## src/rtl/pbkdf2_job_ctrl_pkg.sv

```systemverilog
// Shared types and sizes for the PBKDF2 job controller: FSM states and the
// byte counts of the password, salt and digest fields.
package pbkdf2_job_ctrl_pkg;

    typedef enum logic [2:0] {
        IDLE,
        LOAD,
        START,
        WAIT,
        SEND
    } state_e;

    localparam int PASS_BYTES = 80;
    localparam int SALT_BYTES = 128;
    localparam int HASH_BYTES = 32;
    localparam int JOB_BYTES  = PASS_BYTES + SALT_BYTES;

endpackage

```

## src/rtl/pbkdf2_job_ctrl.sv

```systemverilog
// Job controller around pbkdf2_80_128_32: loads a 208-byte password/salt job
// from a byte stream, starts the core, watchdogs it, and streams the digest out.
module pbkdf2_job_ctrl
    import pbkdf2_job_ctrl_pkg::*;
#(
    parameter int WAIT_LIMIT = 65535
) (
    input  logic          clk,
    input  logic          n_rst,
    input  logic [7:0]    rx_data,
    input  logic          rx_valid,
    output logic          rx_ready,
    output logic [639:0]  pass,
    output logic [1023:0] salt,
    output logic          enable,
    input  logic [255:0]  hash,
    input  logic          hash_done,
    output logic [7:0]    tx_data,
    output logic          tx_valid,
    input  logic          tx_ready,
    output logic          busy,
    output logic          timeout
);

    localparam int              WD_W      = $clog2(WAIT_LIMIT + 1);
    localparam logic [7:0]      LAST_BYTE = 8'(JOB_BYTES - 1);
    localparam logic [4:0]      LAST_HASH = 5'(HASH_BYTES - 1);
    localparam logic [WD_W-1:0] WD_LIMIT  = WD_W'(WAIT_LIMIT);

    state_e          state_q, state_d;
    logic [7:0]      load_cnt_q, load_cnt_d;
    logic [4:0]      send_cnt_q, send_cnt_d;
    logic [WD_W-1:0] wd_q, wd_d;
    logic [639:0]    pass_q, pass_d;
    logic [1023:0]   salt_q, salt_d;
    logic [255:0]    cap_q, cap_d;
    logic [7:0]      tx_data_q, tx_data_d;
    logic            tx_valid_q, tx_valid_d;
    logic            enable_q, enable_d;
    logic            timeout_q, timeout_d;

    logic            rx_accept;
    logic [6:0]      salt_idx;
    logic [4:0]      send_nxt;

    assign rx_ready  = (state_q == IDLE) || (state_q == LOAD);
    assign busy      = (state_q != IDLE);
    assign rx_accept = rx_valid && rx_ready;
    assign salt_idx  = 7'(load_cnt_q - 8'(PASS_BYTES));
    assign send_nxt  = send_cnt_q + 5'd1;

    always_comb begin
        state_d    = state_q;
        load_cnt_d = load_cnt_q;
        send_cnt_d = send_cnt_q;
        wd_d       = wd_q;
        pass_d     = pass_q;
        salt_d     = salt_q;
        cap_d      = cap_q;
        tx_data_d  = tx_data_q;
        tx_valid_d = 1'b0;
        enable_d   = 1'b0;
        timeout_d  = 1'b0;

        case (state_q)
            IDLE, LOAD: begin
                // load_cnt_q is always 0 in IDLE, so it doubles as the byte index
                if (rx_accept) begin
                    if (load_cnt_q < 8'(PASS_BYTES)) begin
                        pass_d[{load_cnt_q[6:0], 3'b000} +: 8] = rx_data;
                    end else begin
                        salt_d[{salt_idx, 3'b000} +: 8] = rx_data;
                    end
                    if (load_cnt_q == LAST_BYTE) begin
                        state_d    = START;
                        load_cnt_d = '0;
                        enable_d   = 1'b1;
                    end else begin
                        state_d    = LOAD;
                        load_cnt_d = load_cnt_q + 8'd1;
                    end
                end
            end
            START: begin
                state_d = WAIT;
                wd_d    = WD_W'(1);
            end
            WAIT: begin
                // wd_q numbers the current WAIT cycle; hash_done beats the limit
                if (hash_done) begin
                    state_d    = SEND;
                    cap_d      = hash;
                    tx_data_d  = hash[7:0];
                    tx_valid_d = 1'b1;
                    send_cnt_d = '0;
                    wd_d       = '0;
                end else if (wd_q == WD_LIMIT) begin
                    state_d   = IDLE;
                    timeout_d = 1'b1;
                    wd_d      = '0;
                end else begin
                    wd_d = wd_q + WD_W'(1);
                end
            end
            SEND: begin
                tx_valid_d = 1'b1;
                if (tx_valid_q && tx_ready) begin
                    if (send_cnt_q == LAST_HASH) begin
                        state_d    = IDLE;
                        tx_valid_d = 1'b0;
                        send_cnt_d = '0;
                    end else begin
                        send_cnt_d = send_nxt;
                        tx_data_d  = cap_q[{send_nxt, 3'b000} +: 8];
                    end
                end
            end
            default: state_d = IDLE;
        endcase
    end

    always_ff @(posedge clk or negedge n_rst) begin
        if (!n_rst) begin
            state_q    <= IDLE;
            load_cnt_q <= '0;
            send_cnt_q <= '0;
            wd_q       <= '0;
            pass_q     <= '0;
            salt_q     <= '0;
            cap_q      <= '0;
            tx_data_q  <= '0;
            tx_valid_q <= 1'b0;
            enable_q   <= 1'b0;
            timeout_q  <= 1'b0;
        end else begin
            state_q    <= state_d;
            load_cnt_q <= load_cnt_d;
            send_cnt_q <= send_cnt_d;
            wd_q       <= wd_d;
            pass_q     <= pass_d;
            salt_q     <= salt_d;
            cap_q      <= cap_d;
            tx_data_q  <= tx_data_d;
            tx_valid_q <= tx_valid_d;
            enable_q   <= enable_d;
            timeout_q  <= timeout_d;
        end
    end

    assign pass     = pass_q;
    assign salt     = salt_q;
    assign enable   = enable_q;
    assign tx_data  = tx_data_q;
    assign tx_valid = tx_valid_q;
    assign timeout  = timeout_q;

endmodule

```

## config.mk

```make
export PLATFORM = sky130hd
export DESIGN_NAME = pbkdf2_job_ctrl
export DESIGN_NICKNAME = d
export VERILOG_FILES = /design/src/rtl/pbkdf2_job_ctrl_pkg.sv /design/src/rtl/pbkdf2_job_ctrl.sv
export SDC_FILE = /design/constraint.sdc
export NUM_CORES = 2
export LEC_CHECK = 0
export BUFFER_PORTS_ARGS = -buffer_cell sky130_fd_sc_hd__clkbuf_2
export CAP_MARGIN = 20
export CORE_AREA = 2 2 754 756
export DETAILED_ROUTE_END_ITERATION = 10
export DIE_AREA = 0 0 756 758
export GPL_TIMING_DRIVEN = 0
export HOLD_SLACK_MARGIN = 0.06
export MAX_ROUTING_LAYER = met4
export RECOVER_POWER = 100
export SETUP_SLACK_MARGIN = 0.4
export SLEW_MARGIN = 20
export SYNTH_ARGS = -nofsm -noshare
export SYNTH_HDL_FRONTEND = slang
export SYNTH_SLANG_ARGS = --single-unit
```

## constraint.sdc

```tcl
create_clock -name clk -period 4.83 [get_ports clk]
set_input_delay 0.2415 -clock clk [delete_from_list [all_inputs] [get_ports clk]]
set_output_delay 0.2415 -clock clk [all_outputs]
set_load 0.01 [all_outputs]
```

-- After elaboration in Yosys (flattened, before gate mapping)
Cells that the tools add are included.
Widths: inputs -> output; s select.
- $add $sub $neg: 6
- order comparisons: 1
- equal/unequal tests: 13
- shift operators: 5
- multiplexer cells: 31
- bitwise gates (word level): 1
- reduce and logical (&&, ||, !) cells: 15
- operators by type and width (operator ; count):
    $bwmux 1024 ; 1
    $shift 8x12->1024 const A ; 1
    $shiftx 8x12->1024 ; 1
    $bwmux 640 ; 1
    $shift 8x12->640 const A ; 1
    $shiftx 8x12->640 ; 1
    $shiftx 256x9->8 ; 1
    $mux 16 ; 2
    $mux 8 ; 4
    $pmux 16 s2 ; 1
    $neg 10->12 ; 2
    $add 16x1->16 const B ; 1
    $eq 16x16->1 const B ; 1
    $pmux 8 s2 ; 1
    $mux 3 ; 5
    $mux 5 ; 3
    $pmux 3 s4 ; 1
    $ne 2x2->1 const B ; 5
    $pmux 5 s2 ; 1
    $mux 1 ; 9
    $reduce_and 3->1 ; 3
    $add 8x1->8 const B ; 1
    $eq 8x8->1 const B ; 1
    $lt 8x7->1 const B ; 1
    other kinds (18) ; 23
- register bits: 1963
- input bits: 269
- output and inout bits: 1677
- logic and storage cells: 83

-- Logic depth before layout (Yosys ltp)
- depth after elaboration: 5
- mapped depth: 13
- depth with buffers taken out: 8

-- Least setup slack after synthesis
No wires, ideal clock.
- path type: register to register
- from: register load_cnt_q[0]
- to: register salt_q[256] (netlist: salt[256])
- setup time: 0.125 ns
- data arrival time: 3.208 ns
- data required time: 4.705 ns
- slack: 1.497 ns
- cell stages (with the launch flop): 11
- path buffers: 3
- clock period less this slack: 3.333 ns
- cells stage by stage: dfrtp_1 > clkbuf_1 > inv_1 > ha_1 > clkbuf_1 > nor3_1 > nand2b_1 > nor3_1 > and2_1 > clkbuf_1 > mux2_2
- longest elaborated chain between the ends: 4
- elaborated cells on any way between the ends: 8
- those cells by class: add/sub (2); order compare (1); shift (2); mux (1); bitwise (1); reduce/logical (1)
- RTL lines (element ; RTL line ; text):
    from (decl) ; pbkdf2_job_ctrl.sv:31 ; logic [7:0] load_cnt_q, load_cnt_d;
    from (signal assigned) ; pbkdf2_job_ctrl.sv:137 ; load_cnt_q <= load_cnt_d;
    $sub 7x7->7 ; pbkdf2_job_ctrl.sv:49 ; assign salt_idx = 7'(load_cnt_q - 8'(PASS_BYTES));
    $neg 10->12 ; pbkdf2_job_ctrl.sv:72 ; salt_d[{salt_idx, 3'b000} +: 8] = rx_data;
    $shiftx 8x12->1024 / $shift 8x12->1024 (equally long branches) ; pbkdf2_job_ctrl.sv:72 ;
    $bwmux 1024 ; pbkdf2_job_ctrl.sv:72 ;
    to (signal assigned) ; pbkdf2_job_ctrl.sv:141 ; salt_q <= salt_d;
    to (decl) ; pbkdf2_job_ctrl.sv:35 ; logic [1023:0] salt_q, salt_d;
Parallel ways exist; a longest one is shown, timed or not.
A chain may end at the register's enable or synchronous reset.

-- Worst setup path in the final report
- from: register load_cnt_q[0]
- to: register salt_q[221] (netlist: salt[221])
Same word-level chain as after synthesis.

==> impl_metrics.toml <==
[status]
status = "finished with violations"
violations = "max-capacitance violations, max-slew violations"

[drt]
routed_wl_um = 538000
first_iter_violations = 5758
vias_per_cell = 3.97
dr_total_vias = 67500
post_drt_wl_per_cell_um = 31.6
drcViolationCount = 0
drt-pass1-iter-count = 8
antenna_left = 0

[logic_synthesis]
synth.area.top_cells = "dfrtp_1, mux2_2, nand2_1"
synth-main-ff-cell = "dfrtp_1"
synthAdderAreaFrac_pct = 0.193
ys_ff_latch = 1963
synth-simple-area-share_pct = 10.7
ys_types = 62
ys_seq_area_share_pct = 63.3
syn_nets = 6627
synth_edf_count = 0
synth_top_area_cell = "dfrtp_1"
syn_avg_cell_area_um2 = 12.2
netlist.area_leader.share_pct = 63.3
netlist_area_mm2 = 0.0776
synth_xor_area_share_pct = 0.237
synth_compound_area_share_pct = 5.91
async_flop_share_pct = 100
ys_warn_count = 0
postSynthCellCount = 6346
synth.area.mux_share_pct = 17.8
synth_top_family_by_area = "multiplexers"

[place]
io_buffer_count = 1941
dp_hpwl_um = 434000
placed_area_mm2 = 0.101
place_congestion = 0.910

[cts]
clk_latency_ns = 0.99
clockRootBuffer = "clkbuf_16"
htreeDepth = 4
clk_pin_slew_ns = 0.06
cts.sinks = 1963
max-clock-path-buffers = 4
cts_tree = "yes"
cts_made_buffers = 221

[global_routing]
grt_pass1_wl_um = 679000
grt_use_total_pct = 18.5
grt_pass1_vias = 67000
grt_max_degree = 91
antenna_found_initial = 122
globalRouteOverflowTotal = 0

[worst_setup_path]
critPathCaptureType = "flop"
slowest_stage = "nor2_2"
start_kind = "flop"
cp_top_family = "simple AND/OR/NAND/NOR gates"
critical_path_required_ns = 5.69
crit_chain = "clkbuf_2 > inv_1 > ha_1 > clkbuf_1 > nand2b_1 > nor2_2 > clkbuf_4 > nand2_2 > nor2_2 > buf_8 > mux2_2"
cp_num_buf_inv = 5
worstPathArrival_ns = 5.46
critical_path_class = "flop to flop"
cp_max_fo = 10
crit_top_cell = "nor2_2"
slowest_delay_ns = 0.68

[timing]
finClkSkew_ns = 0.109
slew-limit-headroom_pct = -112
hold_viol_final = 0
finalCritPeriodShare_pct = 95.3
period_needed_ns = 4.60
max_freq_mhz = 217
rsz0062_at_grt = "true"
worst_pin_slew_ns = 3.17
setup_viol_count_final = 0
tns_ns = 0
drv_slew = 330

[floorplan]
die_h_um = 758
ioPinCount = 1946
dieArea_mm2 = 0.573
coreArea_mm2 = 0.564
die_x_um = 756
rows = 276
start_util_pct = 13.8

[pwr]
pwr_density_cell_mw_per_mm2 = 441
pwr-share-seq_pct = 36.3
power.leakage_nw = 50.3
clkPwrFrac_pct = 35.7
p_total_mw = 49.6
switching_share_pct = 37.7
ir_drop_mv = 0.390
intPower_mw = 30.9
pwr-share-comb_pct = 28.0
netSwitchingPower_mw = 18.7

[finish]
layout-area-overhead-vs-synth_pct = 44.7
drive_above_1_share_pct = 24.7
design_area_mm2 = 0.112
finalNetCount = 9527

[flow_run]
drv_cap = 5

[worst_hold_path]
hold_path.class = "primary input to flop"
-- layer usage --
layer	track usage (%)	routed length, um
met1	21.0	206000
met2	30.2	253000
met3	4.95	45800
met4	8.72	32800
met5	-	0
-- power groups by stage --
stage          combinational (mW)  clock, mW  sequential (mW)
4_1_cts                      14.9       18.1             18.0
6_report                     13.9       17.7             18.0
3_3_place_gp                 12.1          0             18.4
2_1_floorplan                3.32          0             18.7
5_1_grt                      14.6       18.7             18.1
3_5_place_dp                 13.9          0             18.3
-- cells in the mapped netlist, types with 4 or more instances --
master	number
inv_1	20
a21oi_1	10
and2_1	32
nor3_1	43
nor2_4	6
and2_0	8
o211ai_1	43
a31oi_1	13
nor2_2	9
o21ai_0	515
and3_1	13
or2_2	7
nor2_1	218
buf_2	17
a211o_1	4
nand2_1	1543
mux2_2	1059
dfrtp_1	1963
nor3_2	13
xnor2_1	13
nand2b_1	10
buf_1	25
nand4_1	11
nor4_1	4
clkbuf_1	312
xor2_1	8
o31ai_1	132
a22o_1	4
mux2i_1	24
nor2b_1	5
or3_1	8
nand3_1	93
o22a_1	8
mux4_2	72
o41ai_1	34
ha_1	12
-- sequential cells by signal (all words and copies together) (netlist names) --
register and flops:
salt 1024, pass 640, cap_q 256, wd_q 16, load_cnt_q 8, tx_data 8, send_cnt_q 5, state_q 3
enable 1, timeout 1, tx_valid 1
-- placed cells by master, fill, tap and decap left out, types with 20 or more instances in the layout --
master         count
buf_8             31
o21ai_0          514
nand2_1         1484
nor2_2            49
nand3_1           63
buf_6             30
and2_1            27
nor2_1           145
mux2_2          1059
dlygate4sd3_1    507
mux2i_1           24
clkinv_2          26
nor3_1            29
clkbuf_8          53
mux4_2            72
clkbuf_2         363
clkbuf_4          25
o41ai_1           34
diode_2           79
dfrtp_1         1963
inv_1             20
buf_12            39
buf_4             49
nand2_2           49
o211ai_1          43
nand3_2           26
clkbuf_16        223
buf_16            56
clkbuf_1        1952
nor2_4            39
o31ai_1          131
-- through the flow --
stage | hold WS [ns] | cells | setup WS (ns) | utilization [%]
floorplan | -0.0541 | 6346 | 1.50 | -
finish | 0.162 | 17000 | 0.226 | 19.9
global placement | 0.437 | 15800 | -48.12 | 17.1
global route | 0.107 | 17000 | 0.173 | 19.9
detailed placement | 0.161 | 16000 | -1.15 | 17.9
CTS | 0.0607 | 16900 | 0.371 | 20.3
-- logic make-up (layout without fill, tap and decap cells) --
group           after synthesis  count (layout)
compound gates              778             778
buf+inv                     377            3459
other cells                   0              79
flops                      1963            1963
mux                        1157            1157
simple gates               2038            2038
xor+xnor                     21              21
fa+ha+maj                    12              12
-- layout make-up --
class,count,area [um2]
tap,7506,9390
antenna,79,198
timing repair buffer,2677,16300
clock inverter,84,1100
multi-input combinational,4006,28100
sequential,1963,49100
fill,61800,452000
clock buffer,321,6400
inverter,22,82.6
buffer,355,1690
-- final timing paths --
path	startpoint	end	slack (ns)	depth (start not counted)
worst max-delay path	load_cnt_q[0]$_DFFE_PN0P_	salt[221]$_DFFE_PN0P_	0.23	11
worst min-delay path	rx_data[2]	salt[2]$_DFFE_PN0P_	0.16	2
worst max register to register	load_cnt_q[0]$_DFFE_PN0P_	salt[221]$_DFFE_PN0P_	0.23	11
worst min register to register	cap_q[72]$_DFFE_PN0P_	cap_q[72]$_DFFE_PN0P_	0.47	2
max in group asynchronous	n_rst	salt[28]$_DFFE_PN0P_	0.67	9
min in group asynchronous	n_rst	pass[393]$_DFFE_PN0P_	0.44	4
-- what timing repair did --
item / 4_1_cts / 5_1_grt
pin swaps: 14 / 13
setup endpoints to repair: 1571 / 929
gates resized for setup: 255 / 44
hold buffers: 508 / 0
setup buffers: 16 / 20
gates cloned: 0 / 5
hold endpoints to repair: 817 / 0
No activity file was read; power rests on OpenSTA's default activity.
